File: config.mk
export PLATFORM = sky130hd
export DESIGN_NAME = lsu_ctrl
export DESIGN_NICKNAME = d
export VERILOG_FILES = /design/src/rtl/lsu_pkg.sv /design/src/rtl/lsu_lane_align.sv /design/src/rtl/lsu_ctrl.sv
export SDC_FILE = /design/constraint.sdc
export NUM_CORES = 1
export LEC_CHECK = 0
export CORE_ASPECT_RATIO = 0.75
export CORE_MARGIN = 8
export CORE_UTILIZATION = 44
export CTS_BUF_LIST = sky130_fd_sc_hd__clkbuf_16
export DETAILED_ROUTE_END_ITERATION = 8
export HOLD_SLACK_MARGIN = 0.08
export PLACE_DENSITY = 0.84
export SLEW_MARGIN = 10
export SYNTH_ARGS = -nofsm -noshare
export SYNTH_HDL_FRONTEND = slang
export SYNTH_SLANG_ARGS = --single-unit
File: constraint.sdc
create_clock -name clk -period 2.03 [get_ports clk]
set_clock_uncertainty 0.2 [all_clocks]
set_input_delay 0.406 -clock clk [delete_from_list [all_inputs] [get_ports clk]]
set_output_delay 0.406 -clock clk [all_outputs]
set_load 0.03 [all_outputs]
File: src/rtl/lsu_pkg.sv
// Shared definitions for the load/store controller.
// Access sizes, FSM state encoding and the default address limit.
package lsu_pkg;

    localparam logic [1:0] SIZE_BYTE = 2'd0;
    localparam logic [1:0] SIZE_HALF = 2'd1;
    localparam logic [1:0] SIZE_WORD = 2'd2;
    localparam logic [1:0] SIZE_RSVD = 2'd3;

    localparam logic [31:0] DEFAULT_ADDR_LIMIT = 32'h0000_3000;

    typedef enum logic [1:0] {
        ST_IDLE   = 2'd0,
        ST_ACCESS = 2'd1,
        ST_WRITE  = 2'd2,
        ST_RESP   = 2'd3
    } lsu_state_e;

endpackage

File: src/rtl/lsu_lane_align.sv
// Byte/half lane steering for the load/store controller.
// merge_i=0: extract+extend a load; merge_i=1: merge store data into a word.
module lsu_lane_align
    import lsu_pkg::*;
(
    input  logic        merge_i,
    input  logic [31:0] word_i,
    input  logic [31:0] wdata_i,
    input  logic [1:0]  lane_i,
    input  logic [1:0]  size_i,
    input  logic        unsigned_i,
    output logic [31:0] result_o
);

    logic [7:0]  byte_v;
    logic [15:0] half_v;

    // Select the addressed lane, then either extend it or replace it
    always_comb begin
        byte_v   = word_i[{lane_i, 3'b000} +: 8];
        half_v   = lane_i[1] ? word_i[31:16] : word_i[15:0];
        result_o = '0;
        if (merge_i) begin
            result_o = word_i;
            case (size_i)
                SIZE_BYTE: result_o[{lane_i, 3'b000} +: 8] = wdata_i[7:0];
                SIZE_HALF: begin
                    if (lane_i[1]) result_o[31:16] = wdata_i[15:0];
                    else           result_o[15:0]  = wdata_i[15:0];
                end
                SIZE_WORD: result_o = wdata_i;
                default:   result_o = word_i;
            endcase
        end else begin
            case (size_i)
                SIZE_BYTE: result_o = {{24{~unsigned_i & byte_v[7]}}, byte_v};
                SIZE_HALF: result_o = {{16{~unsigned_i & half_v[15]}}, half_v};
                SIZE_WORD: result_o = word_i;
                default:   result_o = '0;
            endcase
        end
    end

endmodule

File: src/rtl/lsu_ctrl.sv
// Load/store initiator for the word-only data memory; sub-word stores use RMW.
// Define LSU_ALIGN_CHECK_EN to fault misaligned half/word accesses.
module lsu_ctrl
    import lsu_pkg::*;
#(
    parameter logic [31:0] ADDR_LIMIT = DEFAULT_ADDR_LIMIT
) (
    input  logic        clk,
    input  logic        reset,
    input  logic        req_valid,
    output logic        req_ready,
    input  logic        req_we,
    input  logic [1:0]  req_size,
    input  logic        req_unsigned,
    input  logic [31:0] req_addr,
    input  logic [31:0] req_wdata,
    output logic        resp_valid,
    output logic [31:0] resp_rdata,
    output logic        resp_err,
    output logic        mem_we,
    output logic [31:0] mem_addr,
    output logic [31:0] mem_wdata,
    input  logic [31:0] mem_rdata
);

    lsu_state_e  state_q, state_d;
    logic        we_q, we_d;
    logic [1:0]  size_q, size_d;
    logic        uns_q, uns_d;
    logic [31:0] addr_q, addr_d;
    logic [31:0] wdata_q, wdata_d;
    logic        err_q, err_d;
    logic [31:0] rdata_q, rdata_d;
    logic [31:0] merged_q, merged_d;

    logic        misalign;
    logic        req_err;
    logic        mem_we_raw;
    logic [31:0] word_addr;
    logic [31:0] load_res;
    logic [31:0] store_res;

    assign word_addr = {addr_q[31:2], 2'b00};
    assign mem_we    = mem_we_raw && !reset;

    // Classify the incoming request as faulting before it is accepted
    always_comb begin
        misalign = 1'b0;
`ifdef LSU_ALIGN_CHECK_EN
        misalign = ((req_size == SIZE_HALF) && req_addr[0]) ||
                   ((req_size == SIZE_WORD) && (req_addr[1:0] != 2'b00));
`endif
        req_err = (req_addr >= ADDR_LIMIT) ||
                  (req_size == SIZE_RSVD) || misalign;
    end

    lsu_lane_align u_load (
        .merge_i    (1'b0),
        .word_i     (mem_rdata),
        .wdata_i    (wdata_q),
        .lane_i     (addr_q[1:0]),
        .size_i     (size_q),
        .unsigned_i (uns_q),
        .result_o   (load_res)
    );

    lsu_lane_align u_store (
        .merge_i    (1'b1),
        .word_i     (mem_rdata),
        .wdata_i    (wdata_q),
        .lane_i     (addr_q[1:0]),
        .size_i     (size_q),
        .unsigned_i (uns_q),
        .result_o   (store_res)
    );

    // State and request-context registers
    always_ff @(posedge clk) begin
        if (reset) begin
            state_q  <= ST_IDLE;
            we_q     <= 1'b0;
            size_q   <= SIZE_BYTE;
            uns_q    <= 1'b0;
            addr_q   <= '0;
            wdata_q  <= '0;
            err_q    <= 1'b0;
            rdata_q  <= '0;
            merged_q <= '0;
        end else begin
            state_q  <= state_d;
            we_q     <= we_d;
            size_q   <= size_d;
            uns_q    <= uns_d;
            addr_q   <= addr_d;
            wdata_q  <= wdata_d;
            err_q    <= err_d;
            rdata_q  <= rdata_d;
            merged_q <= merged_d;
        end
    end

    // Next-state, context capture and memory/response outputs
    always_comb begin
        state_d    = state_q;
        we_d       = we_q;
        size_d     = size_q;
        uns_d      = uns_q;
        addr_d     = addr_q;
        wdata_d    = wdata_q;
        err_d      = err_q;
        rdata_d    = rdata_q;
        merged_d   = merged_q;
        req_ready  = 1'b0;
        resp_valid = 1'b0;
        resp_rdata = '0;
        resp_err   = 1'b0;
        mem_we_raw = 1'b0;
        mem_addr   = '0;
        mem_wdata  = '0;
        unique case (state_q)
            ST_IDLE: begin
                req_ready = 1'b1;
                if (req_valid) begin
                    we_d    = req_we;
                    size_d  = req_size;
                    uns_d   = req_unsigned;
                    addr_d  = req_addr;
                    wdata_d = req_wdata;
                    err_d   = req_err;
                    rdata_d = '0;
                    state_d = req_err ? ST_RESP : ST_ACCESS;
                end
            end
            ST_ACCESS: begin
                mem_addr = word_addr;
                if (!we_q) begin
                    rdata_d = load_res;
                    state_d = ST_RESP;
                end else if (size_q == SIZE_WORD) begin
                    mem_we_raw = 1'b1;
                    mem_wdata  = wdata_q;
                    state_d    = ST_RESP;
                end else begin
                    merged_d = store_res;
                    state_d  = ST_WRITE;
                end
            end
            ST_WRITE: begin
                mem_addr   = word_addr;
                mem_we_raw = 1'b1;
                mem_wdata  = merged_q;
                state_d    = ST_RESP;
            end
            ST_RESP: begin
                resp_valid = 1'b1;
                resp_rdata = rdata_q;
                resp_err   = err_q;
                state_d    = ST_IDLE;
            end
            default: state_d = ST_IDLE;
        endcase
    end

endmodule

==> results.yml <==
job:
  cap_viol_max_count: 0
status:
  outcome: "finished with violations"
  violations: "DRC, setup timing"
placement:
  io_buffers: 200
  hpwl_microns: 19700
  place_congestion: 0.949
  placed_area_sq_mm: 0.0106
power:
  powerDensity_mw_per_mm2: 1100
  max-vdd-ir-drop_mv: 0.937
  power_mw: 13.5
  p_leak_nw: 4.62
synthesis:
  synth-seq-area-share_pct: 38.6
  synthCells: 881
  netlist.area_leader.share_pct: 38.6
  synth_area_per_cell_sq_um: 7.95
  synth_async_sr_flop_share_pct: 0
  synth-seq-cells: 135
  ys_dominant_reg_cell: "dfxtp_1"
  synth_edf_count: 0
  synth_area_leaders: "dfxtp_1, nand2_1, a21oi_1, a22oi_1, and2_1"
  yosysWarningCount: 0
  synth_area_sq_mm: 0.00700
  post-synth-top-area-cell: "dfxtp_1"
  yosysUniqueCellTypes: 50
clock_tree:
  cts-root-buf: "clkbuf_16"
  cts_sinks: 135
  hold_buffers: 0
  clkTransAtPathRegs_ns: 0.06
  insertion_delay_ns: 0.42
  cts_tree: "yes"
  cts_made_buffers: 17
  clockBufferDepth: 2
  htreeDepth: 4
global_route:
  antenna_found_initial: 0
  grt.overflow.total: 0
  grt_pass1_vias: 8183
  grt_pass1_wl_microns: 45100
  grt_max_degree: 94
  track_usage_pct: 27.8
layout:
  drive_gt1_share_pct: 38.1
  fin_nets: 1244
  n_fill_cell: 928
  design_area_sq_mm: 0.0122
  syn_to_final_growth_pct: 74.5
  insertedDiodeCount: 0
worst_setup_path:
  path_class: "reg2out"
  rr_endpoint: "merged_q[1]$_SDFFE_PP0P_"
  crit_path_start: "state_q[1]$_SDFFE_PP0P_"
  rr_worst_depth: 7
  crit_chain: "inv_2, ha_4, nand2_4, nor2_4, buf_12, buf_4, a22oi_2, nor2b_4, buf_12"
  crit_buf_inv: 4
  end_kind: "output port"
  critPathTopFamily: "buffers and inverters"
  reg2reg_setup_slack_ns: -0.18
  cp.arrival_ns: 1.84
  worst_path_most_repeated_cell: "buf_12"
  cp-start-kind: "flip-flop"
  path_max_fanout: 8
  cp_slowest_cell: "dfxtp_2"
  worstPathRequired_ns: 1.42
  slowest_delay_ns: 0.34
  timing.rr.start: "addr_q[1]$_SDFFE_PP0P_"
timing:
  finalWorstSetupSlack_ns: -0.417
  drv_slew: 0
  tightestPinTransition_ns: 0.491
  whs_ns: 0.257
  period_minus_slack_ns: 2.45
  period_share_pct: 121
  rsz0062_at_grt: "yes"
  max_freq_mhz: 409
  finalSetupViolCount: 109
  slew-limit-headroom_pct: 67.0
  setup_tns_ns: -29.08
  hold_viol: 0
worst_hold_path:
  holdPathStages: 2
  holdPathEnd: "addr_q[19]$_SDFFE_PP0P_"
  min_from: "addr_q[19]$_SDFFE_PP0P_"
  holdCritPathClass: "reg2reg"
floorplan:
  io_pins: 203
  dieArea_sq_mm: 0.0203
  die_height_microns: 125
  die_w_microns: 162
  initial_utilization_pct: 44.3
  coreArea_sq_mm: 0.0158
  rows: 40
drt:
  dr.pass1.iters: 9
  post_drt_wl_per_cell_microns: 23.7
  viasPerCell: 6.22
  final_antenna_net_count: 0
  post-route-drc-count: 67
  postRouteWirelength_microns: 32100
  drt_first_iter_violations: 1257
  dr_total_vias: 8424
==> layout by cell type, fill, tap and decap left out, drive strengths merged, types with 12 or more instances in the layout <==
| master | synthesis | routed |
|---|---|---|
| buf | 34 | 205 |
| nor2 | 27 | 27 |
| clkbuf | 45 | 21 |
| and2 | 65 | 65 |
| a22oi | 55 | 55 |
| clkdlybuf4s50 | 0 | 101 |
| a21oi | 101 | 101 |
| dfxtp | 135 | 135 |
| inv | 6 | 12 |
| a221oi | 16 | 16 |
| a211oi | 20 | 20 |
| nand2 | 171 | 171 |
| o21ai | 47 | 47 |
| nor2b | 44 | 44 |
==> cells by family (layout without fill, tap and decap cells) <==
kind of cell | after synthesis | after routing | synth area share (%)
AO/OA/AOI/OAI | 293 | 293 | 27.9
adder cells (fa/ha/maj) | 9 | 9 | 1.61
buffers and inverters | 85 | 348 | 5.47
flip-flops | 135 | 135 | 38.6
multiplexers | 16 | 16 | 2.63
other | 1 | 2 | 0.0535
AND/OR/NAND/NOR | 342 | 342 | 23.7
==> report_power, final <==
| part | internal [mW] | leakage [nW] | switching, mW |
|---|---|---|---|
| clock | 1.81 | 0.285 | 1.29 |
| sequential | 3.10 | 1.10 | 0.436 |
| combinational | 3.31 | 3.23 | 3.52 |
==> synth_stat cells (2+ instances only) <==
cell / number
buf_6: 2
buf_2: 21
a221oi_1: 16
and3_1: 8
o221ai_1: 5
a32o_1: 8
a32oi_1: 7
a211oi_1: 19
nand2b_1: 9
nand3_1: 2
a41oi_1: 8
nor3_1: 2
mux2i_1: 6
a22oi_1: 55
nand3b_1: 2
a22o_1: 8
and2_1: 65
clkbuf_1: 45
nor2b_1: 44
o211ai_1: 3
dfxtp_1: 135
mux2_2: 9
buf_1: 5
inv_1: 6
a21oi_1: 101
nor2_1: 27
buf_4: 6
o21ai_0: 46
and3b_1: 2
nand2_1: 171
a222oi_1: 5
o22ai_1: 3
nor4_1: 5
ha_1: 9
==> tightest hold or removal path, cell delays in order (launching register included) <==
cell and delay, ns:
dfxtp_1 0.31, nand2_1 0.05, a21oi_1 0.05
==> timing repair <==
action,CTS,global route
cloned,5,7
resized for setup,138,81
buffers inserted,6,9
endpoints found under the setup margin,115,134
pin swaps,6,47
==> routing by layer <==
metal / global-route usage (%) / wire [microns] / up-vias
met5: 0 / 0 / -
met4: 12.8 / 1730 / 0
met3: 12.3 / 4950 / 185
met2: 42.8 / 14200 / 679
met1: 32.9 / 11300 / 3911
li1: - / - / 3649
==> state kept, by name, summed over array words and instances (netlist names) <==
register and count:
state_q 2, wdata_q 32, size_q 2, merged_q 32, rdata_q 32, uns_q 1, addr_q 32, we_q 1
err_q 1
==> layout make-up <==
| type | count | area [sq um] | area share (%) |
|---|---|---|---|
| sequential | 135 | 2710 | 22.2 |
| timing repair buffer | 310 | 3870 | 31.7 |
| tap | 210 | 263 | 2.15 |
| multi-input combinational | 662 | 4780 | 39.1 |
| clock buffer | 17 | 425 | 3.48 |
| clock inverter | 15 | 153 | 1.25 |
| inverter | 6 | 22.5 | 0.184 |
==> metrics by stage <==
| step | cells | setup WS, ns | util (%) |
|---|---|---|---|
| after floorplan | 882 | -0.0374 | - |
| after global placement | 1302 | -0.342 | 66.8 |
| after detailed placement | 1302 | -0.386 | 66.8 |
| after CTS | 1344 | -0.415 | 74.7 |
| after global routing | 1355 | -0.459 | 77.3 |
| final | 1355 | -0.417 | 77.3 |
==> how the worst max path moves through the flow <==
stage | endpoint | cells past startpoint
6_report | mem_wdata[9] | 9
5_1_grt | mem_wdata[28] | 9
4_1_cts | mem_addr[29] | 6
3_5_place_dp | rdata_q[7]$_SDFFE_PP0P_ | 6
3_3_place_gp | rdata_q[10]$_SDFFE_PP0P_ | 5
2_1_floorplan | mem_wdata[10] | 7
(Power assumes the default switching activity.)
